### src/rtl/tx_sample_unpacker_pkg.sv
// Shared defaults, state encoding and channel-count helper for the TX sample unpacker.
package tx_sample_unpacker_pkg;

    localparam int WIDTH_DEF   = 16;
    localparam int MAXCHAN_DEF = 4;
    localparam int NUM_PORTS   = 4;
    localparam int IDX_W       = 2;
    localparam int NCH_W       = 3;
    localparam int USEDW_W     = 12;

    typedef enum logic [1:0] {
        ST_IDLE = 2'd0,
        ST_READ = 2'd1,
        ST_WAIT = 2'd2
    } state_t;

    // A request of 0 channels still moves one word; requests above the bank size saturate.
    function automatic logic [NCH_W-1:0] clamp_chan(input logic [NCH_W-1:0] req,
                                                    input logic [NCH_W-1:0] max_n);
        logic [NCH_W-1:0] n;
        n = (req == 3'd0) ? 3'd1 : req;
        return (n > max_n) ? max_n : n;
    endfunction

endpackage

### src/rtl/tx_sample_unpacker_if.sv
// Bundle between the unpacker, its TX FIFO and the DAC channel mux.
interface tx_sample_unpacker_if
    import tx_sample_unpacker_pkg::*;
#(
    parameter int WIDTH = WIDTH_DEF
) ();

    logic [WIDTH-1:0]   fifo_data;
    logic [USEDW_W-1:0] fifo_usedw;
    logic               fifo_rdreq;
    logic [WIDTH-1:0]   ch_0;
    logic [WIDTH-1:0]   ch_1;
    logic [WIDTH-1:0]   ch_2;
    logic [WIDTH-1:0]   ch_3;
    logic               strobe_out;

    modport master (
        input  fifo_data, fifo_usedw,
        output fifo_rdreq, ch_0, ch_1, ch_2, ch_3, strobe_out
    );

    modport slave (
        output fifo_data, fifo_usedw,
        input  fifo_rdreq, ch_0, ch_1, ch_2, ch_3, strobe_out
    );

endinterface

### src/rtl/tx_sample_unpacker_stage_regs.sv
// Staging bank: collects one frame of words and moves them to the channel outputs
// in a single cycle, zero-filling channels beyond the frame width.
module tx_stage_regs
    import tx_sample_unpacker_pkg::*;
#(
    parameter int WIDTH = WIDTH_DEF
) (
    input  logic             clock,
    input  logic             reset,
    input  logic             cap_en,
    input  logic [IDX_W-1:0] cap_idx,
    input  logic [WIDTH-1:0] cap_data,
    input  logic             xfer,
    input  logic [NCH_W-1:0] xfer_n,
    input  logic             zero,
    output logic [WIDTH-1:0] ch [NUM_PORTS]
);

    logic [WIDTH-1:0] stage_q [NUM_PORTS];
    logic [WIDTH-1:0] stage_d [NUM_PORTS];
    logic [WIDTH-1:0] ch_q    [NUM_PORTS];
    logic [WIDTH-1:0] ch_d    [NUM_PORTS];

    // Next bank state; a transfer sees the word captured in the same cycle.
    always_comb begin
        stage_d = stage_q;
        ch_d    = ch_q;
        for (int k = 0; k < NUM_PORTS; k++) begin
            if (zero) begin
                stage_d[k] = '0;
                ch_d[k]    = '0;
            end else begin
                stage_d[k] = (cap_en && (cap_idx == IDX_W'(k))) ? cap_data : stage_q[k];
                if (xfer) begin
                    ch_d[k] = (k < int'(xfer_n)) ? stage_d[k] : '0;
                end else begin
                    ch_d[k] = ch_q[k];
                end
            end
        end
    end

    // Bank and output registers.
    always_ff @(posedge clock or posedge reset) begin
        if (reset) begin
            for (int k = 0; k < NUM_PORTS; k++) begin
                stage_q[k] <= '0;
                ch_q[k]    <= '0;
            end
        end else begin
            stage_q <= stage_d;
            ch_q    <= ch_d;
        end
    end

    assign ch = ch_q;

endmodule

### src/rtl/tx_sample_unpacker.sv
// Pulls n interleaved samples from the TX FIFO on every sample strobe and presents
// them on per-channel outputs; flags an underrun when a frame cannot be served.
module tx_sample_unpacker
    import tx_sample_unpacker_pkg::*;
#(
    parameter int WIDTH   = WIDTH_DEF,
    parameter int MAXCHAN = MAXCHAN_DEF
) (
    input  logic             clock,
    input  logic             reset,
    input  logic             enable,
    input  logic [NCH_W-1:0] numchan,
    input  logic             strobe_in,
    input  logic             clear_status,
    output logic             tx_underrun,
    tx_sample_unpacker_if.master bus
);

    localparam logic [NCH_W-1:0] MAX_N =
        (MAXCHAN > NUM_PORTS) ? NCH_W'(NUM_PORTS) : NCH_W'(MAXCHAN);

    state_t           state_q, state_d;
    logic [NCH_W-1:0] n_q, n_d;
    logic [NCH_W-1:0] cnt_q, cnt_d;
    logic             rdreq_q, rdreq_d;
    logic             strobe_out_q, strobe_out_d;
    logic             tx_underrun_q, tx_underrun_d;

    logic [NCH_W-1:0] n_req_s;
    logic             set_un_s;
    logic             cap_en_s;
    logic [IDX_W-1:0] cap_idx_s;
    logic             xfer_s;
    logic             zero_s;
    logic [WIDTH-1:0] ch_s [NUM_PORTS];

    assign n_req_s = clamp_chan(numchan, MAX_N);

    // Frame sequencing: cnt_q is the index of the read issued this cycle, so the word
    // arriving now (one cycle behind its read) belongs to slot cnt_q-1.
    always_comb begin
        state_d      = state_q;
        n_d          = n_q;
        cnt_d        = cnt_q;
        rdreq_d      = 1'b0;
        strobe_out_d = 1'b0;
        set_un_s     = 1'b0;
        cap_en_s     = 1'b0;
        cap_idx_s    = IDX_W'(cnt_q - 3'd1);
        xfer_s       = 1'b0;
        zero_s       = 1'b0;
        case (state_q)
            ST_IDLE: begin
                if (strobe_in && enable) begin
                    if (bus.fifo_usedw >= USEDW_W'(n_req_s)) begin
                        state_d = ST_READ;
                        n_d     = n_req_s;
                        cnt_d   = 3'd0;
                        rdreq_d = 1'b1;
                    end else begin
                        set_un_s     = 1'b1;
                        zero_s       = 1'b1;
                        strobe_out_d = 1'b1;
                    end
                end else begin
                    state_d = ST_IDLE;
                end
            end
            ST_READ: begin
                set_un_s = strobe_in;
                if (!enable) begin
                    state_d = ST_IDLE;
                    zero_s  = 1'b1;
                end else begin
                    cap_en_s = (cnt_q != 3'd0);
                    if (cnt_q == (n_q - 3'd1)) begin
                        state_d = ST_WAIT;
                    end else begin
                        rdreq_d = 1'b1;
                        cnt_d   = cnt_q + 3'd1;
                    end
                end
            end
            ST_WAIT: begin
                set_un_s = strobe_in;
                if (!enable) begin
                    state_d = ST_IDLE;
                    zero_s  = 1'b1;
                end else begin
                    cap_en_s     = 1'b1;
                    cap_idx_s    = IDX_W'(n_q - 3'd1);
                    xfer_s       = 1'b1;
                    strobe_out_d = 1'b1;
                    state_d      = ST_IDLE;
                end
            end
            default: begin
                state_d = ST_IDLE;
                zero_s  = 1'b1;
            end
        endcase
        tx_underrun_d = set_un_s ? 1'b1 : (clear_status ? 1'b0 : tx_underrun_q);
    end

    // Control and status registers.
    always_ff @(posedge clock or posedge reset) begin
        if (reset) begin
            state_q       <= ST_IDLE;
            n_q           <= 3'd0;
            cnt_q         <= 3'd0;
            rdreq_q       <= 1'b0;
            strobe_out_q  <= 1'b0;
            tx_underrun_q <= 1'b0;
        end else begin
            state_q       <= state_d;
            n_q           <= n_d;
            cnt_q         <= cnt_d;
            rdreq_q       <= rdreq_d;
            strobe_out_q  <= strobe_out_d;
            tx_underrun_q <= tx_underrun_d;
        end
    end

    tx_stage_regs #(
        .WIDTH (WIDTH)
    ) u_stage (
        .clock    (clock),
        .reset    (reset),
        .cap_en   (cap_en_s),
        .cap_idx  (cap_idx_s),
        .cap_data (bus.fifo_data),
        .xfer     (xfer_s),
        .xfer_n   (n_q),
        .zero     (zero_s),
        .ch       (ch_s)
    );

    assign bus.fifo_rdreq = rdreq_q;
    assign bus.strobe_out = strobe_out_q;
    assign bus.ch_0       = ch_s[0];
    assign bus.ch_1       = ch_s[1];
    assign bus.ch_2       = ch_s[2];
    assign bus.ch_3       = ch_s[3];
    assign tx_underrun    = tx_underrun_q;

endmodule

### src/flat_wrapper.sv
// flat-port wrapper written by rule: the top's interface ports become plain ports
module tx_sample_unpacker_flat import tx_sample_unpacker_pkg::*;
#(
    parameter int WIDTH   = WIDTH_DEF,
    parameter int MAXCHAN = MAXCHAN_DEF
)
  (clock, reset, enable, numchan, strobe_in, clear_status, tx_underrun, bus_fifo_data, bus_fifo_usedw, bus_fifo_rdreq, bus_ch_0, bus_ch_1, bus_ch_2, bus_ch_3, bus_strobe_out);
  tx_sample_unpacker_if #(.WIDTH(WIDTH)) bus_i ();
  input  logic clock;
  input  logic reset;
  input  logic enable;
  input  logic [NCH_W-1:0] numchan;
  input  logic strobe_in;
  input  logic clear_status;
  output logic tx_underrun;
  input wire logic [$bits(bus_i.fifo_data)-1:0] bus_fifo_data;
  input wire logic [$bits(bus_i.fifo_usedw)-1:0] bus_fifo_usedw;
  output wire logic [$bits(bus_i.fifo_rdreq)-1:0] bus_fifo_rdreq;
  output wire logic [$bits(bus_i.ch_0)-1:0] bus_ch_0;
  output wire logic [$bits(bus_i.ch_1)-1:0] bus_ch_1;
  output wire logic [$bits(bus_i.ch_2)-1:0] bus_ch_2;
  output wire logic [$bits(bus_i.ch_3)-1:0] bus_ch_3;
  output wire logic [$bits(bus_i.strobe_out)-1:0] bus_strobe_out;
  assign bus_i.fifo_data = bus_fifo_data;
  assign bus_i.fifo_usedw = bus_fifo_usedw;
  assign bus_fifo_rdreq = bus_i.fifo_rdreq;
  assign bus_ch_0 = bus_i.ch_0;
  assign bus_ch_1 = bus_i.ch_1;
  assign bus_ch_2 = bus_i.ch_2;
  assign bus_ch_3 = bus_i.ch_3;
  assign bus_strobe_out = bus_i.strobe_out;
  tx_sample_unpacker #(.WIDTH(WIDTH), .MAXCHAN(MAXCHAN)) u_core (.clock(clock), .reset(reset), .enable(enable), .numchan(numchan), .strobe_in(strobe_in), .clear_status(clear_status), .tx_underrun(tx_underrun), .bus(bus_i));
endmodule
### config.mk
export PLATFORM = sky130hd
export DESIGN_NAME = tx_sample_unpacker_flat
export DESIGN_NICKNAME = d
export VERILOG_FILES = /design/src/rtl/tx_sample_unpacker_pkg.sv /design/src/rtl/tx_sample_unpacker_if.sv /design/src/rtl/tx_sample_unpacker_stage_regs.sv /design/src/rtl/tx_sample_unpacker.sv /design/src/flat_wrapper.sv
export SDC_FILE = /design/constraint.sdc
export NUM_CORES = 1
export LEC_CHECK = 0
export ABC_AREA = 1
export BUFFER_PORTS_ARGS = -buffer_cell sky130_fd_sc_hd__buf_2
export CAP_MARGIN = 15
export CORE_AREA = 2 2 116 118
export CTS_CLUSTER_DIAMETER = 50
export DETAILED_ROUTE_END_ITERATION = 10
export DIE_AREA = 0 0 118 120
export PLACE_DENSITY = 0.75
export SYNTH_ARGS = -nofsm -noshare
export SYNTH_HDL_FRONTEND = slang
export SYNTH_SLANG_ARGS = --single-unit
### constraint.sdc
create_clock -name clock -period 3.42 [get_ports clock]
set_input_delay 0 -clock clock [delete_from_list [all_inputs] [get_ports clock]]
set_output_delay 0 -clock clock [all_outputs]
set_load 0.01 [all_outputs]
## Yosys cells after proc, flatten, opt, wreduce, memory -nomap -nowiden

Cells that the tools add are included.

- Logic and storage cells: 102
- Input bits: 36
- Register bits after elaboration: 139

- Muxes and demuxes: 51
- Add/sub/neg operators: 3
- Equal/unequal tests: 12
- Order comparisons: 6
- Reductions and logical operators: 16

Operator list:

| kind | count |
|---|---|
| $mux 16 | 20 |
| $mux 3 | 6 |
| $ge 12x3->1 | 1 |
| $mux 1 | 12 |
| $mux 2 | 6 |
| $pmux 1 s2 | 5 |
| $eq 2x2->1 const B | 3 |
| $lt 1x3->1 const A | 2 |
| $lt 2x3->1 const A | 2 |
| $pmux 3 s2 | 1 |
| $reduce_bool 2->1 | 3 |
| $logic_and 1x1->1 | 5 |
| $reduce_and 5->1 | 1 |
| $eq 2x1->1 const B | 2 |
| $logic_not 2->1 | 2 |
| $ne 2x1->1 const B | 2 |
| $ne 2x2->1 const B | 2 |
| $pmux 2 s2 | 1 |
| $add 3x1->3 const B | 1 |
| $eq 3x3->1 | 1 |
| $gt 3x3->1 const B | 1 |
| $logic_not 3->1 | 1 |
| $ne 3x2->1 const B | 1 |
| $ne 3x3->1 const B | 1 |
| other kinds (6) | 6 |

## Logic depth before layout (Yosys ltp)

Gate-level depths: netlist (run 1).

- Word-level depth: 9
- Depth in mapped cells: 15
- Gate-level depth less buffers: 14

## By module

A second synthesis (run 1) with hierarchy kept.

- Cells, all modules: 828
- Area total of the unflattened synthesis: 6,770.2 µm²

By module, submodules not included:

| module | area each (µm²) | instances | cells each |
|---|---|---|---|
| tx_stage_regs | 5,916.9 | 1 | 702 |
| tx_sample_unpacker | 853.3 | 1 | 126 |

## Least setup slack after synthesis (run 1)

Ideal clock, no wire load.

- Path kind: register to register
- Start: reg u_core.state_q[0]
- End: reg u_core.u_stage.ch_q (netlist bit u_core.u_stage.ch[0])
- Stages on the path, launching flop included: 11
- Slack: 1.586 ns
- Data arrival time: 1.769 ns
- Required time: 3.354 ns
- Clock period less this slack: 1.834 ns
- Buffers on the path: 1
- Cell sequence: dfrtp_1 > inv_1 > ha_1 > inv_1 > nor2_1 > nor2_1 > nand3_1 > inv_2 > buf_1 > nand2_1 > nand2_1

- Word-level cells in the longest chain between the ends: 8
- Elaborated cells between the ends (all ways): 15
- Those cells by class: 3 x eq/ne; 8 x mux; 4 x reduce/logical

RTL lines:

| what | line | text |
|---|---|---|
| start, declared | tx_sample_unpacker.sv:22 | `state_t state_q, state_d;` |
| start signal, assigned | tx_sample_unpacker.sv:115 | `state_q <= state_d;` |
| $eq 2x2->1 | tx_sample_unpacker.sv:52 | `case (state_q)` |
| $mux 2 | tx_sample_unpacker.sv:52 |  |
| $eq 2x2->1 | tx_sample_unpacker_stage_regs.sv:33 | `stage_d[k] = (cap_en && (cap_idx == IDX_W'(k))) ? cap_data : stage_q[k];` |
| $logic_and 1x1->1 | tx_sample_unpacker_stage_regs.sv:33 |  |
| $mux 16 | tx_sample_unpacker_stage_regs.sv:33 |  |
| $mux 16 | tx_sample_unpacker_stage_regs.sv:35 | `ch_d[k] = (k < int'(xfer_n)) ? stage_d[k] : '0;` |
| $mux 16 | tx_sample_unpacker_stage_regs.sv:34 | `if (xfer) begin` |
| $mux 16 | tx_sample_unpacker_stage_regs.sv:29 | `if (zero) begin` |
| end signal, assigned | tx_sample_unpacker_stage_regs.sv:52 | `ch_q <= ch_d;` |
| end, declared | tx_sample_unpacker_stage_regs.sv:21 | `logic [WIDTH-1:0] ch_q [NUM_PORTS];` |

Parallel ways exist; a longest one is shown, timed or not. The select of a mux whose other input is x is not followed.
A chain may end at the register's enable or synchronous reset.

## Final worst setup path (run 1)

- Start: reg u_core.state_q[0]
- End: reg u_core.u_stage.ch_q (netlist bit u_core.u_stage.ch[32])

- Word-level cells in the longest chain between the ends: 8
- Elaborated cells between the ends (all ways): 15
- Those cells by class: 3 x eq/ne; 8 x mux; 4 x reduce/logical

RTL lines:

| what | line |
|---|---|
| $eq 2x2->1 | tx_sample_unpacker.sv:52 |
| $mux 2 | tx_sample_unpacker.sv:52 |
| $eq 2x1->1 | tx_sample_unpacker_stage_regs.sv:33 |
| $logic_and 1x1->1 | tx_sample_unpacker_stage_regs.sv:33 |
| $mux 16 | tx_sample_unpacker_stage_regs.sv:33 |
| $mux 16 | tx_sample_unpacker_stage_regs.sv:35 |
| $mux 16 | tx_sample_unpacker_stage_regs.sv:34 |
| $mux 16 | tx_sample_unpacker_stage_regs.sv:29 |

Parallel ways exist; a longest one is shown, timed or not. The select of a mux whose other input is x is not followed.

==> results of run 1 <==
[synth_stat cells (all sizes together)]
library cell,n
or2,1
clkbuf,4
xnor2,2
ha,11
nor2,81
o21bai,1
nand2,438
o21ai,8
dfrtp,139
a21oi,5
a22oi,1
inv,109
buf,20
nand3,11
[worst min-delay path: stages]
cell and delay (ps):
buf_2 90, inv_1 50, a21oi_1 80, nor2_1 140, a21oi_1 50
[layer usage]
| layer | wire length (um) | track usage, % | share of wire (%) | vias up |
|---|---|---|---|---|
| li1 | - | - | - | 2656 |
| met1 | 6750 | 30.2 | 44 | 2422 |
| met2 | 7250 | 36.2 | 48 | 155 |
| met3 | 826 | 4.66 | 5.4 | 29 |
| met4 | 381 | 9.79 | 2.5 | 0 |
| met5 | 0 | 0 | 0 | - |
[power breakdown]
group / internal, mW / total (mW) / switching (mW) / leakage (nW)
clock network: 1.24 / 1.99 / 0.752 / 0.303
logic: 0.287 / 0.807 / 0.521 / 2.41
registers: 1.85 / 1.95 / 0.107 / 1.91
[layout make-up]
| class | instances | area (um^2) |
|---|---|---|
| Clock buffer | 18 | 429 |
| Clock inverter | 14 | 211 |
| Fill cell | 1180 | 5160 |
| Inverter | 109 | 413 |
| Multi-Input combinational cell | 559 | 2410 |
| Sequential cell | 139 | 3480 |
| Tap cell | 176 | 220 |
| Timing Repair Buffer | 116 | 666 |
[cell families after synthesis]
kind of cell             count (synthesis)
AND/OR/NAND/NOR                        531
buffers and inverters                  133
flip-flops                             139
adder cells (fa/ha/maj)                 11
XOR/XNOR                                 2
AO/OA/AOI/OAI                           15
[timing repair]
| item | CTS | global route |
|---|---|---|
| hold buffers | 10 | 0 |
| hold endpoints to repair | 147 | 0 |
| setup buffers | 0 | 0 |
[stage by stage]
step	util, %	total power, mW	area [um^2]	std cells
2_1_floorplan	-	2.48	6460	831
3_3_place_gp	54.6	2.76	7080	1089
3_5_place_dp	54.6	2.78	7080	1089
4_1_cts	60.3	4.79	7820	1131
5_1_grt	60.3	4.98	7820	1131
6_report	60.3	4.75	7820	1131
[registers in the layout, indices dropped and copies added (netlist names)]
name and count:
u_core.u_stage.stage_q 64, u_core.cnt_q 3, u_core.bus.strobe_out 1, u_core.state_q 2
u_core.u_stage.ch 64, u_core.tx_underrun 1, u_core.bus.fifo_rdreq 1, u_core.n_q 3
[worst paths after layout]
kind,from,to,depth (start not counted)
min in group asynchronous,reset,u_core.u_stage.ch[6],4
setup reg to reg,u_core.state_q[0],u_core.u_stage.ch[32],10
setup / recovery,u_core.state_q[0],u_core.u_stage.ch[32],10
hold reg to reg,u_core.u_stage.ch[3],u_core.u_stage.ch[3],2
hold / removal,numchan[0],u_core.n_q[0],5
max in group asynchronous,reset,u_core.u_stage.ch[61],4
==> reports/results.ini, run 1 <==
[yosys]
synthSimpleGateAreaFrac_pct = 33.3
ys_seq_area_share_pct = 53.9
synth_seq_cells = 139
synthXorXnorAreaFrac_pct = 0.271
synth.area.top_cells = dfrtp_1 54%, nand2_1 25%, inv_1 6.3%, nor2_2 3.3%, nor2_1 2.5%
synth.distinct_cells = 24
yosysTopAreaCellShare_pct = 53.9
synthesis.area_um2 = 6460
yosysTopAreaCell = dfrtp_1
yosysWarnings = 0
synth_compound_area_share_pct = 1.53
yosys-mux-area-fraction_pct = 0
synth_fa_ha_area_share_pct = 2.13
syn_avg_cell_area_um2 = 7.77
synthCells = 831
syn-num-nets = 878
synth_top_family_by_area = simple AND/OR/NAND/NOR gates

[floorplan]
rows = 42
start_util_pct = 49.7
die_w_um = 118
coreArea_um2 = 13000
die_h_um = 120
die-area_um2 = 14200
io_pins = 103

[place]
dpl.hpwl_mm = 9.63
place.gp.congestion = 0.844
io_buffers = 102
dp_slack_ps = 1130

[worst_hold_path]
min_path_type = primary input to register

[grt]
grt_pass1_wl_mm = 25.1
grt_usage_pct = 22.7
grt_max_degree = 140
grt_overflow = 0
antenna_found_initial = 0
grt_pass1_vias = 5107

[critical_path]
path_buf_inv = 4
end_kind = register
path_class = register to register
cp_top_family = buffers and inverters
slowest_delay_ps = 400
crit_fanout = 42
arrival_ps = 2670
r2r_slack_ps = 1100
crit_required_ps = 3770
startpoint_type = register
slowest_stage = dfrtp_1
crit_path_cell_trace = inv_1 -> ha_1 -> inv_1 -> nor2_1 -> nor2_1 -> nand3_1 -> inv_2 -> buf_12 -> nand2_1 -> nand2_1

[route]
post_drt_wl_per_cell_um = 13.4
post-route-drc-count = 0
dr.pass1.iters = 5
num_vias = 5262
ant_nets = 0
wirelength_mm = 15.2
via_per_inst = 4.65
drt-initial-drc-count = 421

[sta]
finalHoldViolCount = 0
max_freq_ghz = 0.431
holdWs_ps = 40.5
finalSetupViolCount = 0
rsz0062_at_grt = no
fin_ws_ps = 1100
fin_crit_sh_pct = 67.8
tns_ps = 0
min_period_ps = 2320
drv_slew = 0
skew_ps = 8.94
slew_headroom_pct = 47.3
worst_pin_slew_ps = 790

[clocking]
clock_latency_ps = 420
cts.sinks = 139
cts-resized-gates = 0
cts_root_buf = clkbuf_16
cts_tree = built
cts_made_buffers = 17
clk_pin_slew_ps = 60
htree_levels = 4
clk_path_buf_depth = 2

[finish]
syn_to_final_growth_pct = 21.2
most-common-layout-cells = 429 x nand2_1, 139 x dfrtp_1, 107 x inv_1
nets = 989
layout_commonest_cell = nand2_1
drive_above_1_share_pct = 19.9
n_antenna_cell = 0

[power_and_ir_drop]
ir_drop_mv = 0.361
p_leak_nw = 4.62
power.density_nw_per_um2 = 608

[status]
status = finished clean

[run]
cap_violations = 0

Note: power is estimated with default switching activity, not from simulation.
==> run 2, diff against run 1 <==
==> constraint.sdc (replaced) <==
create_clock -name clock -period 2.09 [get_ports clock]
set_input_delay 0 -clock clock [delete_from_list [all_inputs] [get_ports clock]]
set_output_delay 0 -clock clock [all_outputs]
set_load 0.01 [all_outputs]
==> reports/results.ini, run 2 (synthesized netlist as in run 1, its figures left out) <==
[clocking]
clk_pin_slew_ps = 60  ; about the same
cts_tree = built
clock_latency_ps = 420  ; about the same
htree_levels = 4  ; unchanged
clk_path_buf_depth = 2  ; unchanged
cts_made_buffers = 17  ; unchanged
cts.sinks = 139  ; unchanged
cts_root_buf = clkbuf_16

[route]
dr.pass1.iters = 6  ; +1
drt-initial-drc-count = 433  ; +2.9%
post-route-drc-count = 0  ; unchanged
wirelength_mm = 16.0  ; +5.0%
ant_nets = 0  ; unchanged
num_vias = 5455  ; +3.7%
via_per_inst = 4.71  ; +1.3%
post_drt_wl_per_cell_um = 13.8  ; +2.6%

[floorplan]
io_pins = 103  ; unchanged
die-area_um2 = 14200  ; unchanged
die_h_um = 120  ; unchanged
die_w_um = 118  ; unchanged
coreArea_um2 = 13000  ; unchanged
rows = 42  ; unchanged
start_util_pct = 49.7  ; unchanged

[worst_hold_path]
min_path_type = primary input to register

[finish]
multi_input_area_um2 = 2460  ; +2.4%
final_core_util_pct = 62.6  ; +2.4 points
nFillCells = 1106  ; -6.3%
nets = 1015  ; +2.6%
drive_above_1_share_pct = 23.2  ; +3.3 points
n_antenna_cell = 0  ; unchanged
fin_cells = 1157  ; +2.3%
final_area_um2 = 8130  ; +3.9%
layout_commonest_cell = nand2_1
ff_latch_area_um2 = 3480  ; unchanged
syn_to_final_growth_pct = 25.9
most-common-layout-cells = 428 x nand2_1, 139 x dfrtp_1, 102 x buf_2

[sta]
holdWs_ps = 44.9  ; +4.47 ps
slew_headroom_pct = 68.5  ; +21 points
fin_crit_sh_pct = 97.4  ; +30 points
worst_pin_slew_ps = 472  ; -318 ps
finalSetupViolCount = 0  ; unchanged
rsz0062_at_grt = yes
finalHoldViolCount = 0  ; unchanged
max_freq_ghz = 0.491  ; +14%
min_period_ps = 2040  ; -284 ps
drv_slew = 0  ; unchanged
skew_ps = 7.38  ; -1.56 ps

[grt]
grt_pass1_vias = 5290  ; +3.6%
grt_usage_pct = 23.4  ; +0.75 points
use_met3_pct = 4.42  ; -0.24 points
grt_pass1_wl_mm = 25.9  ; +3.3%
grt-busiest-layer = met2
grt_max_degree = 65  ; -54%
met1_usage_pct = 32.4  ; +2.2 points
grtUsageMet2_pct = 36.7  ; +0.51 points
grt_overflow = 0  ; unchanged
antenna_found_initial = 0  ; unchanged

[power_and_ir_drop]
p_sw_mw = 2.24  ; +63%
combPwrFrac_pct = 19.7  ; +2.7 points
power.density_nw_per_um2 = 925  ; +52%
p_sw_share_pct = 29.8  ; +0.82 points
power_frac_seq_pct = 42.5  ; +1.4 points
power_frac_clock_pct = 37.7  ; -4.2 points
p_leak_nw = 4.76  ; +3.1%
ir_drop_mv = 0.534  ; +48%
power.total_mw = 7.52  ; +58%
p_int_mw = 5.28  ; +56%

[place]
place.gp.congestion = 0.892  ; +5.7%
dpl.hpwl_mm = 9.99  ; +3.7%
dp.cells = 1097  ; +0.73%
placed_cell_area_um2 = 7180  ; +1.4%
io_buffers = 102  ; unchanged

[critical_path]
crit_required_ps = 2440  ; -1330 ps
arrival_ps = 2390  ; -280 ps
startpoint_type = register
end_kind = register
path_class = register to register
crit_fanout = 16  ; -62%

[status]
status = finished clean

[run]
cap_violations = 0  ; unchanged

run 2: cell count changes in the layout (fill, tap and decap cells not counted), sizes merged:
cell      before  now
buf          106  130
bufinv         4    1
clkbuf        18   20
clkinv         3    7
clkinvlp       4    6
inv          112  108
nand2        438  439
run 2: layout make-up:
cell class                      instances  share of cell area [%]
Sequential cell                       139                    42.8
Multi-Input combinational cell        560                    30.3
Timing Repair Buffer                  140                    11.9
Clock buffer                           20                    5.49
Inverter                              109                    5.26
Tap cell                              176                    2.71
Clock inverter                         12                    1.42
Timing Repair inverter                  1                  0.0923
run 2: power by group through the flow:
stage,Combinational (mW),Clock (mW),Sequential [mW]
after global placement,1.33,0,3.24
after global routing,1.66,3.00,3.23
after detailed placement,1.35,0,3.24
after CTS,1.39,2.88,3.20
after floorplan,0.731,0,3.33
final,1.48,2.84,3.20
run 2: timing repair:
action                                  in CTS  in global routing
gates cloned                                 0                  2
endpoints found under the setup margin       3                 92
setup buffers                                0                 16
hold buffers                                10                  1
pin swaps                                    2                  6
resized for setup                            0                 18
endpoints found under the hold margin      106                  1
run 2: worst paths after layout:
check,from,end,slack [ps],cells after the start
min in group asynchronous,reset,u_core.u_stage.ch[3],160,3
max in group asynchronous,reset,u_core.u_stage.ch[29],1310,4
hold reg to reg,u_core.u_stage.ch[60],u_core.u_stage.ch[60],470,2
setup reg to reg,u_core.state_q[1],u_core.u_stage.ch[0],50,13
setup / recovery,u_core.state_q[1],u_core.u_stage.ch[0],50,13
hold / removal,bus_fifo_data[15],u_core.u_stage.stage_q[63],40,5
run 2: critical path, cell delays in order (launching register included):
cell and delay (ps):
dfrtp_1 410, buf_4 150, ha_1 220, nand2_4 140, nand2_1 100, o21ai_2 90
nand2_1 130, inv_1 120, nand2_4 130, nand2_1 90, nand2_1 50, nor2_1 170
nand2_1 100, nand2_1 60
run 2: per-stage QoR:
stage / setup slack [ps] / setup TNS (ps)
final: 54.9 / 0
after global routing: -102 / -970
after CTS: 15.1 / 0
after detailed placement: 23.6 / 0
after global placement: 36.9 / 0
after floorplan: 256 / 0
run 2: layer usage:
layer / up-vias / share of wire, %
li1: 2701 / -
met1: 2548 / 45
met2: 171 / 47
met3: 35 / 5.0
met4: 0 / 2.7
met5: - / 0
